<file path="src/rtl/jt12_pm_mix_pkg.sv">
// Shared constants, stage bundle and PM arithmetic for the jt12 phase-modulation mixer.
package jt12_pm_mix_pkg;

    localparam int OP_W    = 14;
    localparam int PM_W    = 10;
    localparam int SUM_W   = 15;
    localparam int FB_BASE = 10;

    localparam logic [1:0] OP_S1 = 2'd0;
    localparam logic [1:0] OP_S2 = 2'd1;
    localparam logic [1:0] OP_S3 = 2'd2;
    localparam logic [1:0] OP_S4 = 2'd3;

    typedef enum logic [1:0] {
        SLOT_NONE,
        SLOT_S1,
        SLOT_HALF
    } slot_e;

    typedef struct packed {
        logic [OP_W-1:0] x;
        logic [OP_W-1:0] y;
        slot_e           slot;
        logic [2:0]      fb;
    } stage_a_t;

    function automatic logic [PM_W-1:0] pm_calc(input stage_a_t a);
        logic signed [SUM_W-1:0] sum;
        logic signed [SUM_W-1:0] sh;
        logic [3:0]              amt;
        logic [PM_W-1:0]         pm;
        sum = {a.x[OP_W-1], a.x} + {a.y[OP_W-1], a.y};
        amt = 4'(FB_BASE) - {1'b0, a.fb};
        sh  = sum >>> amt;
        pm  = '0;
        case (a.slot)
            SLOT_S1: begin
                if (a.fb != 3'd0)
                    pm = sh[PM_W-1:0];
            end
            SLOT_HALF: pm = sum[PM_W:1];
            default:   pm = '0;
        endcase
        return pm;
    endfunction

endpackage

</file>
<file path="src/rtl/jt12_pm_hist.sv">
// Per-channel operator history file with write-first bypass and S1 shift chain.
module jt12_pm_hist
    import jt12_pm_mix_pkg::*;
#(
    parameter int num_ch = 6
) (
    input  logic            clk,
    input  logic            rst_n,
    input  logic            clk_en,
    input  logic            we,
    input  logic [1:0]      op,
    input  logic [2:0]      wch,
    input  logic [OP_W-1:0] din,
    input  logic [2:0]      rch,
    output logic [OP_W-1:0] prev1,
    output logic [OP_W-1:0] prevprev1,
    output logic [OP_W-1:0] prev2,
    output logic [OP_W-1:0] int3
);

    localparam logic [3:0] NCH = 4'(num_ch);

    logic [OP_W-1:0] p1_q  [8];
    logic [OP_W-1:0] pp1_q [8];
    logic [OP_W-1:0] p2_q  [8];
    logic [OP_W-1:0] i3_q  [8];

    logic wr_ok;
    logic rd_ok;
    logic hit;

    assign wr_ok = we && ({1'b0, wch} < NCH);
    assign rd_ok = {1'b0, rch} < NCH;
    assign hit   = clk_en && wr_ok && (wch == rch);

    always_ff @(posedge clk or negedge rst_n) begin
        if (!rst_n) begin
            for (int c = 0; c < 8; c++) begin
                p1_q[c]  <= '0;
                pp1_q[c] <= '0;
                p2_q[c]  <= '0;
                i3_q[c]  <= '0;
            end
        end else if (clk_en && wr_ok) begin
            case (op)
                OP_S1: begin
                    pp1_q[wch] <= p1_q[wch];
                    p1_q[wch]  <= din;
                end
                OP_S2:   p2_q[wch] <= din;
                OP_S3:   i3_q[wch] <= din;
                default: ;
            endcase
        end
    end

    // Same-slot write must be visible to the reader, including the S1 shift.
    always_comb begin
        prev1     = p1_q[rch];
        prevprev1 = pp1_q[rch];
        prev2     = p2_q[rch];
        int3      = i3_q[rch];
        if (hit) begin
            case (op)
                OP_S1: begin
                    prevprev1 = p1_q[rch];
                    prev1     = din;
                end
                OP_S2:   prev2 = din;
                OP_S3:   int3  = din;
                default: ;
            endcase
        end
        if (!rd_ok) begin
            prev1     = '0;
            prevprev1 = '0;
            prev2     = '0;
            int3      = '0;
        end
    end

endmodule

</file>
<file path="src/rtl/jt12_pm_mix.sv">
// Phase-modulation mixer: operand select, overuse check and two-stage PM pipeline.
module jt12_pm_mix
    import jt12_pm_mix_pkg::*;
#(
    parameter int num_ch = 6
) (
    input  logic            clk,
    input  logic            rst_n,
    input  logic            clk_en,
    input  logic            s1_enters,
    input  logic            s2_enters,
    input  logic            s3_enters,
    input  logic            s4_enters,
    input  logic [2:0]      ch,
    input  logic [2:0]      fb_II,
    input  logic            xuse_prevprev1,
    input  logic            xuse_prev2,
    input  logic            xuse_internal,
    input  logic            yuse_prev1,
    input  logic            yuse_prev2,
    input  logic            yuse_internal,
    input  logic            res_we,
    input  logic [1:0]      res_op,
    input  logic [2:0]      res_ch,
    input  logic [OP_W-1:0] op_result,
    output logic [PM_W-1:0] pm_out,
    output logic            pm_valid,
    output logic            use_err
);

    logic [OP_W-1:0] prev1;
    logic [OP_W-1:0] prevprev1;
    logic [OP_W-1:0] prev2;
    logic [OP_W-1:0] int3;

    jt12_pm_hist #(
        .num_ch (num_ch)
    ) u_hist (
        .clk       (clk),
        .rst_n     (rst_n),
        .clk_en    (clk_en),
        .we        (res_we),
        .op        (res_op),
        .wch       (res_ch),
        .din       (op_result),
        .rch       (ch),
        .prev1     (prev1),
        .prevprev1 (prevprev1),
        .prev2     (prev2),
        .int3      (int3)
    );

    // Y may only tap S2 history on the 3-channel variant.
    logic y_p2;
    assign y_p2 = (num_ch == 3) && yuse_prev2;

    logic [OP_W-1:0] x;
    logic [OP_W-1:0] y;
    logic            over_x;
    logic            over_y;
    slot_e           slot;
    stage_a_t        nxt_a;
    stage_a_t        st_a;

    always_comb begin
        x = ({OP_W{xuse_prevprev1}} & prevprev1)
          | ({OP_W{xuse_prev2}}     & prev2)
          | ({OP_W{xuse_internal}}  & int3);
        y = ({OP_W{yuse_prev1}}    & prev1)
          | ({OP_W{y_p2}}          & prev2)
          | ({OP_W{yuse_internal}} & int3);
        over_x = (xuse_prevprev1 & xuse_prev2)
               | (xuse_prevprev1 & xuse_internal)
               | (xuse_prev2 & xuse_internal);
        over_y = (yuse_prev1 & y_p2)
               | (yuse_prev1 & yuse_internal)
               | (y_p2 & yuse_internal);
        slot = SLOT_NONE;
        if (s1_enters)
            slot = SLOT_S1;
        else if (s2_enters | s3_enters | s4_enters)
            slot = SLOT_HALF;
        nxt_a.x    = x;
        nxt_a.y    = y;
        nxt_a.slot = slot;
        nxt_a.fb   = fb_II;
    end

    always_ff @(posedge clk or negedge rst_n) begin
        if (!rst_n) begin
            st_a     <= '0;
            pm_out   <= '0;
            pm_valid <= 1'b0;
            use_err  <= 1'b0;
        end else if (clk_en) begin
            st_a     <= nxt_a;
            pm_out   <= pm_calc(st_a);
            pm_valid <= (st_a.slot != SLOT_NONE);
            use_err  <= use_err | over_x | over_y;
        end
    end

endmodule

</file>
<file path="config.mk">
export PLATFORM = sky130hd
export DESIGN_NAME = jt12_pm_mix
export DESIGN_NICKNAME = d
export VERILOG_FILES = /design/src/rtl/jt12_pm_mix_pkg.sv /design/src/rtl/jt12_pm_hist.sv /design/src/rtl/jt12_pm_mix.sv
export SDC_FILE = /design/constraint.sdc
export NUM_CORES = 1
export LEC_CHECK = 0
export ABC_AREA = 1
export CORE_ASPECT_RATIO = 0.75
export CORE_MARGIN = 5
export CORE_UTILIZATION = 49
export DETAILED_ROUTE_END_ITERATION = 12
export PLACE_DENSITY = 0.68
export SYNTH_ARGS = -nofsm -noshare
export SYNTH_HDL_FRONTEND = slang
export SYNTH_SLANG_ARGS = --single-unit
export TNS_END_PERCENT = 20
</file>
<file path="constraint.sdc">
create_clock -name clk -period 2 [get_ports clk]
set_input_delay 0.4 -clock clk [delete_from_list [all_inputs] [get_ports clk]]
set_output_delay 0.4 -clock clk [all_outputs]
set_load 0.03 [all_outputs]
</file>
==> results of run 1 <==
-- what timing repair did --
| item | 4_1_cts | 5_1_grt |
|---|---|---|
| hold endpoints to repair | 34 | 0 |
| hold buffers | 1 | 0 |
| endpoints found under the setup margin | 75 | 88 |
| setup buffers | 3 | 6 |
| gates cloned | 0 | 1 |
| pin swaps | 14 | 31 |
| resized for setup | 88 | 61 |
-- synth_stat cells (9+ instances only) --
library cell / instances / area (µm²)
o21ai_1: 22 / 110.1
o22ai_1: 54 / 337.8
a21oi_1: 93 / 465.5
nand2_1: 779 / 2924
inv_2: 12 / 45.04
o211ai_1: 65 / 488.0
buf_4: 9 / 67.56
inv_1: 221 / 829.6
o311ai_1: 10 / 87.58
o221ai_1: 10 / 87.58
a22o_1: 9 / 78.83
dfrtp_1: 465 / 11640
ha_1: 19 / 237.7
mux2_2: 39 / 439.2
a22oi_1: 11 / 82.58
clkbuf_1: 181 / 679.4
nand3_1: 164 / 820.8
nand4_1: 20 / 125.1
o21ai_0: 414 / 2072
buf_2: 68 / 340.3
nor2_1: 96 / 360.4
o2111ai_1: 9 / 78.83
a221oi_1: 11 / 96.34
-- registers in the layout (all words and copies together), names as in the netlist --
register and flops:
pm_valid 1, st_a 33, u_hist.p2_q 84, use_err 1
u_hist.pp1_q 112, pm_out 10, u_hist.p1_q 112, u_hist.i3_q 112
-- worst max-delay path by stage --
stage               startpoint        end
finish                 st_a[5]  pm_out[6]
global placement         ch[1]   st_a[30]
CTS                    st_a[5]  pm_out[1]
detailed placement       ch[1]   st_a[30]
floorplan             st_a[19]  pm_out[5]
global route           st_a[5]  pm_out[5]
-- cell type report --
class / instances / area (µm²) / area share, %
Timing Repair Buffer: 377 / 3618 / 12.72
Clock buffer: 71 / 1386 / 4.874
Inverter: 238 / 913.4 / 3.211
Tap cell: 630 / 788.3 / 2.771
Multi-Input combinational cell: 1880 / 9970 / 35.05
Sequential cell: 465 / 11640 / 40.93
Clock inverter: 14 / 123.9 / 0.4355
-- logic make-up (layout without fill, tap and decap cells) --
kind of cell               count (synthesis)  count (layout)
and+or+nand+nor                         1086            1087
muxes                                     39              39
AOI/OAI and AO/OA                        729             729
xor gates and xnor gates                   5               5
DFF                                      465             465
buffers and inverters                    507             700
adders and majority gates                 20              20
-- through the flow --
stage	utilization (%)	setup WS [ns]
4_1_cts	60.78	-0.3965
3_3_place_gp	56.79	-1.013
2_1_floorplan	-	-0.06093
6_report	61.45	-0.4362
5_1_grt	61.45	-0.5725
3_5_place_dp	56.79	-0.9754
-- per-layer routing --
layer / track usage [%] / routed length (µm) / vias up / part of all wire (%)
li1: - / - / 9739 / -
met1: 44.72 / 34160 / 10370 / 44
met2: 43.31 / 32660 / 1156 / 42
met3: 7.369 / 8458 / 197 / 11
met4: 9.740 / 2888 / 0 / 3.7
met5: 0 / 0 / - / 0
-- report_power, final --
group	internal, W	total [W]	switching [W]	leakage [nW]
Combinational	0.00210	0.00531	0.00321	6.93
Sequential	0.0105	0.0111	0.000613	5.90
Clock	0.00493	0.00878	0.00384	0.748
Total	0.0175	0.0252	0.00767	13.6
-- placed cells by master (no fill, tap or decap), types with 12 or more instances in the layout --
cell             instances
inv_2                   12
clkbuf_16               47
mux2_2                  39
dfrtp_1                460
o21ai_0                406
nand2_1                754
nand3_1                131
clkbuf_1                12
clkdlybuf4s50_1         30
nand2_2                 19
buf_12                  51
nand3_2                 31
o211ai_1                65
nor2_1                  88
o22ai_1                 54
nand4_1                 20
dlygate4sd2_1           13
ha_1                    12
buf_4                  271
o21ai_1                 26
clkbuf_8                13
a21oi_1                 86
inv_1                  215
-- critical path, stage by stage (launching register included) --
cell,delay [ns]
dfrtp_1,0.44
ha_4,0.17
inv_2,0.04
fa_2,0.36
inv_2,0.10
nand2_2,0.06
nand2_2,0.07
nand3_4,0.08
nand2_4,0.10
buf_6,0.10
nand2_4,0.05
nand3_2,0.08
nand2_1,0.06
nand2_1,0.07
nand2_1,0.05
nand2_1,0.06
nand2_1,0.06
o21ai_1,0.12
nand2_1,0.11
nand2_1,0.08
nand2_1,0.04
==> results.yml, run 1 <==
synth:
  syn_area_per_cell_um2: 8.092
  synth_fp_nets: 2910
  syn_area_um2: 23070
  yosys.area_share.xor_xnor_pct: 0.1898
  synth_ff_type: "dfrtp_1"
  synth_cell_types: 49
  ys_warn_count: 0
  synth_edf_count: 0
  synth_top_family_by_area: "simple AND/OR/NAND/NOR gates"
  synth_compound_area_share_pct: 18.04
  synth_mux_area_share_pct: 1.904
  synth-async-reset-ratio_pct: 100.0
  yosys.area_share.simple_pct: 19.40
  ys_ff_latch: 465
  synth_fa_ha_area_share_pct: 1.117
  syn_inst: 2851
  seq_area_frac_synth_pct: 50.44
sta:
  worst_hold_slack_ns: 0.3426
  setup_ws_ns: -0.4362
  finalSetupViolCount: 10
  fmax_mhz: 410.5
  slew_headroom_pct: 55.38
  period_minus_slack_ns: 2.436
  finalCritPeriodShare_pct: 121.8
  hold_violations: 0
  slew_viol_final: 0
  fin_tns_setup_ns: -4.057
  rsz0062_at_grt: "true"
  tightest_slew_ns: 0.6677
  finClkSkew_ns: 0.02705
die:
  die_h_um: 197.9
  dieArea_um2: 51570
  io_pins: 51
  start_util_pct: 49.85
  rows: 68
  core_area_um2: 46280
  fp.dieW_um: 260.6
layout:
  nNetsFinal: 3068
  layout-drive-gt1-share_pct: 19.21
  final_cells: 3675
  final_design_area_no_fill_um2: 28440
  synthToLayoutAreaGrowth_pct: 23.28
  n_fill_cell: 3933
  antenna_cells: 0
place:
  dpl.cell_count: 3579
  routabilityCongestion: 0.9845
  port_buffers: 49
  place_area_um2: 26290
  dp_hpwl_mm: 55.28
worst_setup_path:
  cp-start-kind: "flip-flop"
  rrSetupSlack_ns: -0.44
  reg2reg_to: "pm_out[6]"
  arrival_ns: 2.90
  rr_startpoint: "st_a[5]"
  worstRegToRegCells: 20
  crit_fanout: 3
  required_ns: 2.47
  cp-end-kind: "flip-flop"
  crit_type: "flip-flop to flip-flop"
run_status:
  violations: "setup timing"
  status: "complete, but fails checks"
clock_network:
  insertion_delay_ns: 0.59
  cts_buffer_depth: 3
  clockRootBuffer: "clkbuf_16"
  path_clk_slew_ns: 0.07
  cts-buffers-inserted: 47
  cts_max_level: 2
  clock-sinks: 465
  cts_tree: "yes"
global_routing:
  grt_max_degree: 76
  antenna_found_initial: 0
  grt_pass1_vias: 20500
  grt_pass1_wl_mm: 121.3
  overflow: 0
  grt_usage_pct: 30.01
worst_hold_path:
  hold_path_class: "input port to asynchronous set/reset pin"
drt:
  drtAntennaViolNets: 0
  via_per_inst: 5.839
  dr.pass1.iters: 7
  vias: 21460
  drc_errors: 0
  wire_per_inst_um: 21.27
  routed_wl_mm: 78.17
  dr.first_iter.drc_count: 3125
job:
  drv_cap: 0
power:
  power_w: 0.02515
  vdd_ir_drop_max_mv: 0.5701
  power_density_nw_per_um2: 884.4
  cellLeakagePower_nw: 13.58
Power figures use the tool's default switching activity.
==> inputs of run 2 (changes only) <==
--- a/config.mk
+++ b/config.mk
@@ -10,7 +10,8 @@
 export CORE_MARGIN = 5
 export CORE_UTILIZATION = 49
 export DETAILED_ROUTE_END_ITERATION = 12
-export PLACE_DENSITY = 0.68
+export PLACE_DENSITY_LB_ADDON = 0.25
+export SETUP_SLACK_MARGIN = 0.02
 export SYNTH_ARGS = -nofsm -noshare
 export SYNTH_HDL_FRONTEND = slang
 export SYNTH_SLANG_ARGS = --single-unit
==> run 2 against run 1 <==
The run still ends with setup timing left. Sequential cell count stayed put. Combinational power is 3% higher. Critical endpoint is now pm_out[5]. Largest power group unchanged. Sequential share of layout area decreased by 0.77 points.
==> results.yml, run 2 (synthesis gave the netlist of run 1 again) <==
run_status:
  status: "complete, but fails checks"
  violations: "setup timing"
place:
  place_ws_ns: -0.7503
  dp_hpwl_mm: 56.97
  place_area_um2: 26610
  routabilityCongestion: 0.9967
  port_buffers: 49
worst_setup_path:
  worstSetupEndpoint: "pm_out[5]"
  arrival_ns: 3.02
  crit_fanout: 3
  cp_top_family: "simple AND/OR/NAND/NOR gates"
  path_common_cell: "nand2_1"
  crit_chain: "ha_4 > inv_2 > fa_2 > inv_2 > nand2_2 > nand2_2 > nand3_2 > buf_6 > nand3b_1 > buf_4 > nand3_4 > nand3_2 > nand3_1 > nand2_1 > inv_1 > a21oi_1 > nand2_1 > nand2_1 > nand2_1 > nand2_1"
  rrSetupSlack_ns: -0.48
  crit_type: "flip-flop to flip-flop"
  worstRegToRegCells: 20
  required_ns: 2.54
  crit_buf_inv: 5
  worst-path-stages: 20
  slowest_delay_ns: 0.42
  cp-start-kind: "flip-flop"
  slowest_stage: "dfrtp_1"
  startpoint: "st_a[5]"
  cp-end-kind: "flip-flop"
  rr_startpoint: "st_a[5]"
  reg2reg_to: "pm_out[5]"
global_routing:
  grt_max_degree: 75
  gr-usage-met2_pct: 44.79
  use_met3_pct: 7.139
  gr-usage-met1_pct: 46.51
  grt_pass1_wl_mm: 124.4
  antenna_found_initial: 2
  grt_pass1_vias: 20960
  top_usage_layer: "met1"
  grt_usage_pct: 31.02
  overflow: 0
drt:
  routed_wl_mm: 80.24
  vias: 21730
  dr.pass1.iters: 7
  wire_per_inst_um: 21.68
  drc_errors: 0
  dr.first_iter.drc_count: 2827
  via_per_inst: 5.870
  drtAntennaViolNets: 0
sta:
  slew_viol_final: 0
  finalSetupViolCount: 10
  hold_violations: 0
  finClkSkew_ns: 0.03796
  finalCritPeriodShare_pct: 124.0
  worst_hold_slack_ns: 0.3210
  slew_headroom_pct: 57.16
  rsz0062_at_grt: "true"
  fmax_mhz: 403.2
  setup_ws_ns: -0.4804
  tightest_slew_ns: 0.6406
  period_minus_slack_ns: 2.480
layout:
  n_fill_cell: 3956
  final_design_area_no_fill_um2: 28990
  layout-drive-gt1-share_pct: 20.09
  nNetsFinal: 3090
  synthToLayoutAreaGrowth_pct: 25.67
  final_core_util_pct: 62.64
  reg_top3: "u_hist.i3_q: 112 flops, u_hist.p1_q: 112 flops, u_hist.pp1_q: 112 flops"
  final_cell_mix: "nand2_1, dfrtp_1, o21ai_0, buf_4, inv_1"
  final_common_cell: "nand2_1"
clock_network:
  cts_buffer_depth: 3
  insertion_delay_ns: 0.62
  clockRootBuffer: "clkbuf_16"
  clock-sinks: 465
  cts_tree: "yes"
  path_clk_slew_ns: 0.06
  cts_max_level: 2
  cts-buffers-inserted: 49
power:
  power_frac_seq_pct: 42.6
  power.switching_fraction_pct: 30.20
  combPwrFrac_pct: 21.0
  intPower_w: 0.01818
  switchingPower_w: 0.007867
  power_density_nw_per_um2: 898.4
  vdd_ir_drop_max_mv: 0.5706
  p_clk_share_pct: 36.4
  cellLeakagePower_nw: 13.80
die:
  fp.dieW_um: 260.6
  dieArea_um2: 51570
  die_h_um: 197.9
  core_area_um2: 46280
  start_util_pct: 49.85
  io_pins: 51
  rows: 68
worst_hold_path:
  hold_path_class: "input port to asynchronous set/reset pin"
job:
  drv_cap: 0
## run 2: cell types whose count changed in the layout (fill, tap and decap cells not counted), moves of 4 or more
cell,change
buf_12,+17
ha_4,+7
buf_4,+5
ha_1,-5
nand3_1,+5
nand3_2,-5
o21ai_0,+4
## run 2: per-layer routing
| layer | part of all wire, % | up-vias |
|---|---|---|
| met5 | 0 | - |
| met1 | 43 | 10580 |
| met2 | 42 | 1179 |
| met4 | 3.7 | 0 |
| li1 | - | 9789 |
| met3 | 11 | 186 |
## run 2: metrics by stage
step	power [W]	cells	setup TNS (ns)
finish	0.02605	3702	-4.178
detailed placement	0.01615	3596	-122.27
global placement	0.01602	3596	-114.69
floorplan	0.01381	2851	-0.2783
global route	0.02720	3702	-5.484
CTS	0.02583	3696	-3.708
## run 2: worst min-delay path by stage
stage	start	to	slack [ns]	depth (start not counted)
final	rst_n	u_hist.p2_q[40]	0.32	2
after global routing	rst_n	u_hist.p2_q[40]	0.32	2
after CTS	rst_n	u_hist.p2_q[40]	0.31	2
after detailed placement	rst_n	u_hist.p2_q[40]	0.34	1
after global placement	rst_n	u_hist.p2_q[40]	0.34	1
after floorplan	rst_n	pm_out[0]	0.10	0
## run 2: cell type report
type / count / area, µm² / share of cell area [%]
clock inverter: 15 / 193.9 / 0.6689
clock buffer: 76 / 1478 / 5.096
tap: 630 / 788.3 / 2.719
antenna: 1 / 2.502 / 0.008631
inverter: 238 / 904.6 / 3.120
multi-input combinational: 1879 / 9992 / 34.46
timing repair buffer: 398 / 3991 / 13.77
sequential: 465 / 11640 / 40.16
## run 2: power groups by stage
stage / sequential (W) / combinational [W] / clock, W
floorplan: 0.0111 / 0.00274 / 0
global placement: 0.0112 / 0.00486 / 0
detailed placement: 0.0112 / 0.00496 / 0
CTS: 0.0111 / 0.00517 / 0.00960
global route: 0.0112 / 0.00600 / 0.0100
finish: 0.0111 / 0.00546 / 0.00949
## run 2: what timing repair did
item / in CTS / in global routing
gates cloned: 0 / 1
pin swaps: 15 / 19
hold buffers: 1 / 0
resized for setup: 69 / 72
endpoints found under the setup margin: 33 / 81
buffers inserted: 8 / 4
hold endpoints to repair: 19 / 0
==> inputs of run 3 (changes only) <==
--- a/config.mk
+++ b/config.mk
@@ -7,7 +7,7 @@
 export LEC_CHECK = 0
 export ABC_AREA = 1
 export CORE_ASPECT_RATIO = 0.75
-export CORE_MARGIN = 5
+export CORE_MARGIN = 2
 export CORE_UTILIZATION = 49
 export DETAILED_ROUTE_END_ITERATION = 12
 export PLACE_DENSITY_LB_ADDON = 0.25
==> run 3 against run 2 <==
The flow still finishes with violations (setup timing). Critical path depth is 1 lower. Clock power hardly changed. Hold slack worse by 0.053 ns. Wire length is 1.4% higher. Critical path type unchanged. Combinational power is 2% higher. Via count is 1.0% lower. Register-to-register slack better by 0.13 ns.
==> results.yml, run 3 (synthesis gave the netlist of run 1 again) <==
run_status:
  status: "complete, but fails checks"
  violations: "setup timing"
die:
  die_h_um: 191.9
  rows: 68
  core_area_um2: 46280
  dieArea_um2: 48850
  fp.dieW_um: 254.6
  start_util_pct: 49.85
  io_pins: 51
clock_network:
  clockRootBuffer: "clkbuf_16"
  cts-buffers-inserted: 47
  cts_tree: "yes"
  insertion_delay_ns: 0.62
  cts_buffer_depth: 3
  clock-sinks: 465
  cts_max_level: 2
  path_clk_slew_ns: 0.06
layout:
  final_cells: 3703
  nNetsFinal: 3095
  final_design_area_no_fill_um2: 29210
  antenna_cells: 0
  final_cell_mix: "nand2_1, dfrtp_1, o21ai_0, buf_4, inv_1"
  final_core_util_pct: 63.11
  reg_top3: "u_hist.i3_q: 112 flops, u_hist.p1_q: 112 flops, u_hist.pp1_q: 112 flops"
  layout-drive-gt1-share_pct: 21.12
  synthToLayoutAreaGrowth_pct: 26.61
  final_common_cell: "nand2_1"
worst_setup_path:
  crit_fanout: 4
  slowest_delay_ns: 0.40
  slowest_stage: "dfrtp_1"
  crit_chain: "ha_4 > inv_2 > fa_2 > inv_2 > nand2_2 > nand2_2 > nand3_2 > nand2_2 > nand2_2 > nand2_2 > nand2_4 > nand2_4 > nand2_8 > nand3_4 > nand3_2 > nand2_2 > nand2_2 > nand2_4 > nand2_1"
  rrSetupSlack_ns: -0.35
  cp-end-kind: "flip-flop"
  arrival_ns: 2.85
  required_ns: 2.49
  path_common_cell: "nand2_2"
  crit_type: "flip-flop to flip-flop"
  cp-start-kind: "flip-flop"
drt:
  drtAntennaViolNets: 0
  vias: 21500
  dr.first_iter.drc_count: 2593
  via_per_inst: 5.806
  drc_errors: 0
  routed_wl_mm: 81.33
  dr.pass1.iters: 6
  wire_per_inst_um: 21.96
sta:
  finClkSkew_ns: 0.02657
  finalSetupViolCount: 10
  hold_violations: 0
  fin_tns_setup_ns: -3.243
  slew_viol_final: 0
  period_minus_slack_ns: 2.351
  fmax_mhz: 425.4
  tightest_slew_ns: 0.6585
  slew_headroom_pct: 56.05
  setup_ws_ns: -0.3510
  finalCritPeriodShare_pct: 117.5
  rsz0062_at_grt: "true"
place:
  place_ws_ns: -0.9346
  port_buffers: 49
  routabilityCongestion: 0.9717
  place_area_um2: 26630
  dp_hpwl_mm: 57.64
  dpl.cell_count: 3607
job:
  drv_cap: 0
power:
  cellLeakagePower_nw: 13.84
  power_density_nw_per_um2: 895.9
  vdd_ir_drop_max_mv: 0.6894
worst_hold_path:
  hold_path_class: "input port to asynchronous set/reset pin"
global_routing:
  grt_usage_pct: 33.86
  grt_pass1_wl_mm: 125.1
  antenna_found_initial: 1
  grt_pass1_vias: 20790
  overflow: 0
  grt_max_degree: 76
[run 3: cell count changes in the layout (fill, tap and decap cells not counted), sizes merged]
cell,before,now
dlygate4sd2,12,13
buf,349,356
clkbuf,78,69
inv,238,235
clkdlybuf4s50,30,32
bufinv,3,5
clkinv,12,16
diode,1,0
clkinvlp,0,1
dlymetal6s2s,4,1
[run 3: area by class of cell]
cell class                      count  area (µm²)
Clock buffer                       67        1381
Clock inverter                     19       291.5
Fill cell                        3908       17070
Inverter                          238       912.1
Multi-Input combinational cell   1879       10220
Sequential cell                   465       11640
Tap cell                          630       788.3
Timing Repair Buffer              405        3975
[run 3: worst paths after layout]
check                           startpoint                to  cells after the start
max in group asynchronous            rst_n  u_hist.pp1_q[31]                      3
min reg2reg                u_hist.pp1_q[9]   u_hist.pp1_q[9]                      0
min                                  rst_n    u_hist.i3_q[8]                      2
max                                st_a[5]         pm_out[9]                     19
max reg2reg                        st_a[5]         pm_out[9]                     19
min in group clk           u_hist.pp1_q[9]   u_hist.pp1_q[9]                      0
[run 3: power by group]
| part | switching (W) | leakage (nW) | internal [W] |
|---|---|---|---|
| clock | 0.00401 | 0.824 | 0.00551 |
| sequential | 0.000603 | 5.90 | 0.0105 |
| combinational | 0.00336 | 7.11 | 0.00224 |
| total | 0.00797 | 13.8 | 0.0182 |
[run 3: what timing repair did]
action / 4_1_cts / 5_1_grt
buffers inserted: 3 / 5
setup endpoints to repair: 68 / 73
pin swaps: 35 / 33
endpoints found under the hold margin: 40 / 0
hold buffers: 1 / 0
gates cloned: 0 / 1
resized for setup: 95 / 100
[run 3: stage by stage]
| step | hold WS (ns) | total power, W |
|---|---|---|
| after global routing | 0.2907 | 0.02734 |
| after CTS | 0.2635 | 0.02588 |
| after detailed placement | 0.3002 | 0.01617 |
| final | 0.2677 | 0.02617 |
| after floorplan | 0.1044 | 0.01381 |
| after global placement | 0.3023 | 0.01605 |
[run 3: routing by layer]
layer / vias to the layer above / GRT usage (%) / wire length, µm
met5: - / 0 / 0
met4: 0 / 10.23 / 2271
met3: 155 / 7.860 / 8225
met2: 1084 / 49.75 / 34920
met1: 10460 / 49.73 / 35910
li1: 9802 / - / -
[run 3: critical path, delay by kind of cell (launching register included)]
family,cells,cell delay [ns]
buffers and inverters,2,0.13
adders and majority gates,2,0.51
DFF,1,0.40
and+or+nand+nor,15,1.21
